<file path="src/rtl/step_seq_decoder_pkg.sv">
// Shared definitions for the step sequencer and its decoder.
// Holds the default index width, the step value taken on reset/clear,
// and the step index type used by the control path.
package step_seq_decoder_pkg;

    localparam int SEL_W_DEF  = 4;
    localparam int STEP_RESET = 0;

    typedef logic [SEL_W_DEF-1:0] step_t;

endpackage : step_seq_decoder_pkg

</file>
<file path="src/rtl/step_seq_decoder_onehot_dec.sv">
// Combinational binary-to-one-hot decoder, SEL_W -> 2**SEL_W.
// Exactly one output bit is set for any select value.
module onehot_dec #(
    parameter  int SEL_W = 4,
    localparam int N_OUT = 2**SEL_W
) (
    input  logic [SEL_W-1:0] sel,
    output logic [N_OUT-1:0] onehot
);

    // Set the single bit addressed by sel.
    always_comb begin
        onehot      = '0;
        onehot[sel] = 1'b1;
    end

endmodule : onehot_dec

</file>
<file path="src/rtl/step_seq_decoder.sv">
// Registered step sequencer with one-hot step strobes.
// Holds a binary step index, advances or loads it, and registers the
// one-hot decode of the same next-state value so step and onehot always agree.
// Optional build macro: SEQ_ERR_EN adds a sticky err output flagging
// load+adv collisions and loads beyond the current limit.
module step_seq_decoder
    import step_seq_decoder_pkg::*;
#(
    parameter  int SEL_W = SEL_W_DEF,
    localparam int N_OUT = 2**SEL_W
) (
    input  logic             clk,
    input  logic             rst,
    input  logic             clr,
    input  logic             load,
    input  logic [SEL_W-1:0] sel,
    input  logic             adv,
    input  logic             stall,
    input  logic [SEL_W-1:0] limit,
    output logic [SEL_W-1:0] step,
    output logic [N_OUT-1:0] onehot,
    output logic             wrap
`ifdef SEQ_ERR_EN
    ,
    output logic             err
`endif
);

    localparam logic [SEL_W-1:0] STEP_INIT = SEL_W'(STEP_RESET);

    logic [SEL_W-1:0] step_nxt;
    logic             wrap_nxt;
    logic [N_OUT-1:0] onehot_nxt;

    // Next step and wrap in priority order: rst > clr > load > stall > adv.
    // The wrap test is an explicit compare so limit below the current step
    // (or a loaded value above limit) also returns to step 0.
    always_comb begin
        step_nxt = step;
        wrap_nxt = 1'b0;
        if (rst || clr) begin
            step_nxt = STEP_INIT;
        end else if (load) begin
            step_nxt = sel;
        end else if (adv && !stall) begin
            if (step >= limit) begin
                step_nxt = STEP_INIT;
                wrap_nxt = 1'b1;
            end else begin
                step_nxt = step + SEL_W'(1);
            end
        end
    end

    onehot_dec #(
        .SEL_W (SEL_W)
    ) u_dec (
        .sel    (step_nxt),
        .onehot (onehot_nxt)
    );

    // Register step, its decode and the wrap pulse from one next-state value.
    always_ff @(posedge clk) begin
        if (rst) begin
            step   <= STEP_INIT;
            onehot <= N_OUT'(1) << STEP_RESET;
            wrap   <= 1'b0;
        end else begin
            step   <= step_nxt;
            onehot <= onehot_nxt;
            wrap   <= wrap_nxt;
        end
    end

`ifdef SEQ_ERR_EN
    // Sticky error: set on a load that collides with adv or exceeds limit.
    always_ff @(posedge clk) begin
        if (rst || clr) begin
            err <= 1'b0;
        end else if (load && (adv || (sel > limit))) begin
            err <= 1'b1;
        end
    end
`endif

endmodule : step_seq_decoder

</file>
<file path="config.mk">
export PLATFORM = sky130hd
export DESIGN_NAME = step_seq_decoder
export DESIGN_NICKNAME = d
export VERILOG_FILES = /design/src/rtl/step_seq_decoder_pkg.sv /design/src/rtl/step_seq_decoder_onehot_dec.sv /design/src/rtl/step_seq_decoder.sv
export SDC_FILE = /design/constraint.sdc
export NUM_CORES = 1
export LEC_CHECK = 0
export BUFFER_PORTS_ARGS = -buffer_cell sky130_fd_sc_hd__buf_4
export CORE_MARGIN = 4
export CORE_UTILIZATION = 52
export DETAILED_ROUTE_END_ITERATION = 10
export GPL_TIMING_DRIVEN = 0
export PLACE_DENSITY_LB_ADDON = 0.3
export SYNTH_ARGS = -nofsm -noshare
export SYNTH_HDL_FRONTEND = slang
export SYNTH_HIERARCHICAL = 1
export SYNTH_SLANG_ARGS = --single-unit
</file>
<file path="constraint.sdc">
create_clock -name clk -period 5.6 [get_ports clk]
set_clock_uncertainty 0.05 [all_clocks]
set_input_delay 1.12 -clock clk [delete_from_list [all_inputs] [get_ports clk]]
set_output_delay 1.12 -clock clk [all_outputs]
set_load 0.01 [all_outputs]
</file>
==> summary.md, run 1 <==
| Metric | Value |
|---|---|
| Finished Core Util | 70.62% |
| Endpoints failing hold | 0 |
| Status | completed |
| Post-synthesis sequential area ratio | 39.86% |
| Met1 WL | 963 um |
| Design area | ~0.0014 sq mm |
| Critical path fanouts, max | 10 |
| GRT overflow | 0 |
| GP Congestion | a little over 0.8 |
| Worst reg2reg setup slack | about 2800 ps |
| Via density | 5.323 |
| Clk_lat worst skew | ~300 ps |
| Antenna Cells | 0 |
| Fillers | 162 |
| Final Cycle Share | a little under three fifths |
| Final Setup Violations | 0 |
| CP Data Arrival Time | between 3000 and 4000 ps |
| Global-route wire length before repair | ~3500 um |
| Metal3 WL | around 99 um |
| Cell area after placement | approximately 0.0013 sq mm |
| Total Routing Usage GR | between 10% and 20% |
| Setup TNS | 0 ps |
| Die Span X | around 53 um |
| Relative slew slack | a little under two fifths |
| CP Launch Point | limit[0] |
| Max layer used | met4 |
| Synth top cells by count | dfxtp_1 (21), nor2b_1 (11), and2b_1 (5), ha_1 (5), inv_1 (5) |
| Met2 wire len | around 1100 um |
| Synth area leaders | dfxtp_1 (40%), nor2b_1 (6.5%), ha_1 (5.9%) |
| TritonCTS clock tree | yes |
| CP Class | in -> reg |
| Max capacitance violation total | 0 |
| DR pass1 iterations | 3 |
| CTS H-Tree Depth | 1 |
| Most frequent cell after synthesis | dfxtp_1 |
| RR Startpoint | step[0]$_SDFF_PP0_ |
| Async set-reset flop share out of synthesis | 0% |
| Synth area leader | dfxtp_1 |
| Type of the worst min-delay path | reg -> reg |
| CTS resizes | 0 |
| CORE AREA | between 0.0015 and 0.002 sq mm |
| R2R cell count | 9 |
| DR iter-0 viols | 5 |
| Clock slew at reported path FFs | around 110 ps |
| Layout cells sized above 1 | roughly two fifths |
| RSZ-0062 raised after global routing | no |
| Final Critical Period | about 3100 ps |
| Pre-CTS worst setup slack | around 2100 ps |
| Largest net degree at the start of global routing | 13 |
| Initial antenna violation count | 0 |
| Startpoint types | input port |
| Die area | between 0.002 and 0.003 sq mm |
| CP Capture Type | flop |
| Syn-to-layout area delta | 30.01% |
| Setup ws final | ~2500 ps |
| CP Data Required Time | roughly 5800 ps |
| Mapped Area | 0.001055 sq mm |
| Post-CTS setup buffer count | 0 |
| Hold path cells | 1 |
| PortBufs | 34 |
| Final nets | 154 |
| Yosys top cell area share | around two fifths |
| WL/cell | around 14 um |
| Cell Rows | 16 |
| Hold path start | step[0]$_SDFF_PP0_ |
| # IOs | 35 |
| Fmax | around 320 MHz |
| Final WL | approximately 2200 um |
| Worst slew pin tran | 918.3 ps |
| Yosys warns | 6 |
| Yosys cell types | 31 |
| Worst ir drop on vdd | around 0.18 mV |
| Initial Utilization | between 50 and 60% |
| EDFF count, synth | 0 |
| Post-DP HPWL | about 1700 um |
| Clock Tree Root | clkbuf_4 |
| Vias in the first global route | ~850 |
| Slew Viols, Final | 0 |
| Syn nets | ~120 |
| # DRC | 0 |
| Prevailing post-synth register cell | dfxtp_1 |
| Clk sinks | 21 |
| Post-synthesis area per instance | about 11 sq um |
| Detailed-route via count | between 800 and 900 |
| Post-DRT Antenna Nets | 0 |
| Synth Instances | between 90 and 100 |
| Leakage | between 0.6 and 0.7 nW |
| Worst Hold Path EP | step[0]$_SDFF_PP0_ |
| Die height | 53.04 um |
| Yosys reg bits | 21 |
| Power Density | about 190 mW/mm^2 |
| CTS Hold Bufs | 0 |
| RR Endpoint | onehot[0]$_SDFF_PP1_ |
| CTS Buffer Depth | 2 |
| CTS buffer count | 3 |
==> placed cells by master, fill, tap and decap left out, types with 2 or more instances in the layout <==
master,Yosys,layout
dfxtp_1,21,21
a21oi_1,2,2
clkbuf_1,2,2
nand2_1,3,3
and4b_1,4,4
inv_1,5,5
ha_1,5,5
nor4b_2,4,4
nor2b_1,11,11
and4bb_1,4,4
a2111oi_2,2,2
and2b_1,5,5
clkbuf_4,0,3
and4bb_2,2,2
xnor2_1,2,2
buf_4,4,38
a32o_1,4,4
o41ai_1,2,2
==> routing by layer <==
layer	global-route usage, %	vias up
li1	-	432
met1	19.97	394
met2	29.34	25
met3	3.099	6
met4	8.511	0
met5	0	-
==> cells by family (layout without fill, tap and decap cells) <==
logic type      after synthesis  in the layout  share of synthesized area (%)
compound gates               14             14                          12.34
simple gates                 43             43                          34.88
flops                        21             21                          39.86
buf+inv                      11             49                          5.339
xor+xnor                      2              2                          1.661
fa+ha+maj                     5              5                          5.931
==> state kept, by name, summed over array words and instances (netlist names) <==
signal	flops
onehot	16
step	4
wrap	1
==> power breakdown <==
group | internal (mW) | switching, mW | total (mW)
registers | 0.152 | 0.00207 | 0.154
clock network | 0.0266 | 0.0444 | 0.0710
logic | 0.0204 | 0.0196 | 0.0401
==> critical path, cell delays in order <==
cell	delay, ps
buf_4	110
ha_1	290
nor3b_2	200
o21ai_2	110
o21a_1	230
a2111oi_2	620
buf_4	290
nor4_2	60
or2_2	260
==> worst max-delay path by stage <==
stage	depth (start not counted)	end	slack, ps
5_1_grt	8	onehot[1]$_SDFF_PP0_	2230
2_1_floorplan	9	onehot[0]$_SDFF_PP1_	2490
3_3_place_gp	9	onehot[0]$_SDFF_PP1_	2190
6_report	9	onehot[0]$_SDFF_PP1_	2470
4_1_cts	9	onehot[0]$_SDFF_PP1_	2490
3_5_place_dp	9	onehot[0]$_SDFF_PP1_	2140
==> metrics by stage <==
stage / power (mW) / instances / hold slack (ps)
2_1_floorplan: 0.1804 / 96 / 548.2
3_3_place_gp: 0.1957 / 157 / 532.0
3_5_place_dp: 0.1974 / 157 / 550.6
4_1_cts: 0.2674 / 161 / 568.8
5_1_grt: 0.2803 / 161 / 624.9
6_report: 0.2651 / 161 / 590.6
==> area by class of cell <==
type	count	area, sq um	area share (%)
Multi-Input combinational cell	64	578.1	42.15
Sequential cell	21	420.4	30.66
Timing Repair Buffer	34	255.2	18.61
Buffer	6	37.54	2.737
Tap cell	27	33.78	2.463
Clock buffer	3	22.52	1.642
Inverter	5	18.77	1.369
Clock inverter	1	5.005	0.3650
Note: power is estimated with default switching activity, not from simulation.
==> run 2: changes to the inputs <==
- CORE_UTILIZATION: 52 -> 44
- clock period: 5.6 -> 2.6 ns (I/O delays scaled with it)
==> run 2 against run 1 <==
- clock power rose by 120%
- critical path type is now reg -> reg
- cell count rose by 1.2%
- largest cell class unchanged
- routed wire length fell by 3.8%
- combinational power rose by 130%
- setup slack got worse by 2300 ps
- sequential share of layout area decreased by 0.55 points
- utilization down 8.1 points
- count of clock-buffer cells in the layout up 1
- design area grew 2.7%
==> summary.md, run 2 (same netlist as run 1, synthesis figures left out) <==
| Metric | Value |
|---|---|
| RSZ-0062 raised after global routing | no |
| Net Sw Power | 0.1436 mW (+120%) |
| Endpoints failing hold | 0 (unchanged) |
| Worst reg2reg setup slack | 160 ps (-2680 ps) |
| Die Span X | 56.96 um (+7.4%) |
| Clock Tree Root | clkbuf_4 |
| Max capacitance violation total | 0 (unchanged) |
| Biggest regs | onehot x16, step x4, wrap x1 |
| Initial Utilization | 46.78% (-7.5 points) |
| Met1 WL | 946 um (-1.8%) |
| End point of the critical path | onehot[12]$_SDFF_PP0_ |
| Commonest non-fill, non-tap cell in the layout | buf_4 |
| Pre-CTS worst setup slack | -324.0 ps (-2467 ps) |
| Startpoint types | flop |
| CP Capture Type | flop |
| Register area | 424.2 sq um (+0.89%) |
| Worst slew pin tran | 677.4 ps (-240.9 ps) |
| CP Data Arrival Time | 2580 ps (-700 ps) |
| Cell Rows | 17 (+1) |
| # DRC | 0 (unchanged) |
| Clock share of power | 26.7% (about the same) |
| Final Critical Period | 2439 ps |
| Post-DRT Antenna Nets | 0 (unchanged) |
| Relative slew slack | 54.74% (+17 points) |
| Clk_lat worst skew | 300 ps (about the same) |
| Fmax | 410.0 MHz |
| CP Data Required Time | 2740 ps (-3010 ps) |
| Setup ws final | 160.9 ps (-2305 ps) |
| Die height | 56.96 um (+7.4%) |
| Detailed-route via count | 839 (-2.1%) |
| Via density | 5.147 (-3.3%) |
| Clk sinks | 21 (unchanged) |
| Clock slew at reported path FFs | 110 ps (about the same) |
| Fillers | 190 (+17%) |
| Post-DP HPWL | 1611 um (-3.7%) |
| Met2 wire len | 1015 um (-5.3%) |
| Total Routing Usage GR | 14.24% (-2.8 points) |
| Combinational Power Share | 15.9% (+0.8 points) |
| Critical path fanouts, max | 7 (-3) |
| Most frequent cells in the layout | buf_4 (38), dfxtp_1 (20), nor2b_1 (10) |
| Max layer used | met4 |
| Leakage | 0.6397 nW (+1.7%) |
| Die area | 0.003244 sq mm (+15%) |
| CTS H-Tree Depth | 1 (unchanged) |
| PortBufs | 34 (unchanged) |
| CTS Buffer Depth | 2 (unchanged) |
| Worst ir drop on vdd | 0.2874 mV (+59%) |
| R2R cell count | 9 (unchanged) |
| Largest net degree at the start of global routing | 12 (-1) |
| RR Startpoint | step[0]$_SDFF_PP0_ |
| GP Congestion | 0.7721 (-4.1%) |
| Seq pwr share | 57.4% (-0.7 points) |
| DR pass1 iterations | 3 (unchanged) |
| CP Class | reg -> reg |
| Initial antenna violation count | 0 (unchanged) |
| RR Endpoint | onehot[12]$_SDFF_PP0_ |
| Multi-input logic area | 600.6 sq um (+3.9%) |
| Pint | 0.4328 mW (+120%) |
| Power Density | 409.2 mW/mm^2 (+110%) |
| Type of the worst min-delay path | in -> reg |
| Final nets | 155 (+0.65%) |
| Status | completed |
| WL/cell | 12.91 um (-5.0%) |
| # IOs | 35 (unchanged) |
| Number of flip-flops in the largest register | 16 (unchanged) |
| Final WL | 2105 um (-3.8%) |
| Net Sw Frac | 24.91% (-0.038 points) |
| CP Launch Point | step[0]$_SDFF_PP0_ |
| Syn-to-layout area delta | 33.57% |
| CORE AREA | 0.002255 sq mm (+16%) |
| Final Setup Violations | 0 (unchanged) |
| Slew Viols, Final | 0 (unchanged) |
| DR iter-0 viols | 14 (+9) |
| Biggest register | onehot |
| Metal3 WL | 112 um (+13%) |
| CTS buffer count | 3 (unchanged) |
| Global-route wire length before repair | 3726 um (+5.1%) |
| GRT overflow | 0 (unchanged) |
| Layout cells sized above 1 | 42.22% (+1.9 points) |
| Final Cycle Share | between 90% and 100% |
| TritonCTS clock tree | yes |
| Vias in the first global route | 857 (+0.59%) |
| Finished Core Util | 62.49% (-8.1 points) |
| Antenna Cells | 0 (unchanged) |
==> run 2: what timing repair did <==
item,in CTS,in global routing
hold buffers,0,0
pin swaps,1,1
gates cloned,0,0
setup buffers,0,1
endpoints found under the setup margin,14,13
gates resized for setup,2,4
==> run 2: per-layer routing <==
| metal | up-vias | track usage (%) |
|---|---|---|
| met5 | - | 0 |
| met4 | 0 | 6.623 |
| met3 | 4 | 3.167 |
| met2 | 22 | 23.33 |
| met1 | 375 | 17.76 |
| li1 | 438 | - |
==> run 2: worst min path at each step <==
stage | start | cells after the start | to | slack [ps]
2_1_floorplan | clr | 1 | step[1]$_SDFF_PP0_ | 550
3_3_place_gp | step[0]$_SDFF_PP0_ | 1 | step[0]$_SDFF_PP0_ | 540
3_5_place_dp | step[0]$_SDFF_PP0_ | 1 | step[0]$_SDFF_PP0_ | 530
4_1_cts | clr | 2 | step[1]$_SDFF_PP0_ | 370
5_1_grt | clr | 2 | step[1]$_SDFF_PP0_ | 380
6_report | clr | 2 | step[1]$_SDFF_PP0_ | 380
==> run 2: per-stage QoR <==
step	area, sq um	hold WS [ps]	setup TNS (ps)	power (mW)	cells
finish	1409	376.4	0	0.5765	163
floorplan	1055	546.0	0	0.3885	96
global route	1409	379.0	0	0.6055	163
detailed placement	1345	533.8	-3210	0.4252	158
global placement	1345	536.3	-2085	0.4217	158
CTS	1391	371.2	0	0.5804	162
==> run 2: final cells by class <==
type                            count  share of cell area [%]
Tap cell                           28                   2.487
Multi-Input combinational cell     64                   42.63
Sequential cell                    21                   30.11
Inverter                            5                   1.332
Timing Repair Buffer               35                   18.65
Clock buffer                        4                   1.865
Buffer                              6                   2.931
==> run 2: power groups by stage <==
stage / clock [mW] / combinational, mW / sequential [mW]
3_5_place_dp: 0 / 0.0866 / 0.339
5_1_grt: 0.172 / 0.102 / 0.332
6_report: 0.154 / 0.0916 / 0.331
2_1_floorplan: 0 / 0.0477 / 0.341
3_3_place_gp: 0 / 0.0831 / 0.339
4_1_cts: 0.159 / 0.0899 / 0.331
==> run 2: critical path: stages (launching register included) <==
cell and delay [ps]:
dfxtp_4 400, inv_1 50, ha_1 270, nor3b_2 210, o21ai_2 130, o21a_1 250
a2111oi_4 450, buf_4 200, and4bb_1 200, nor2b_1 120
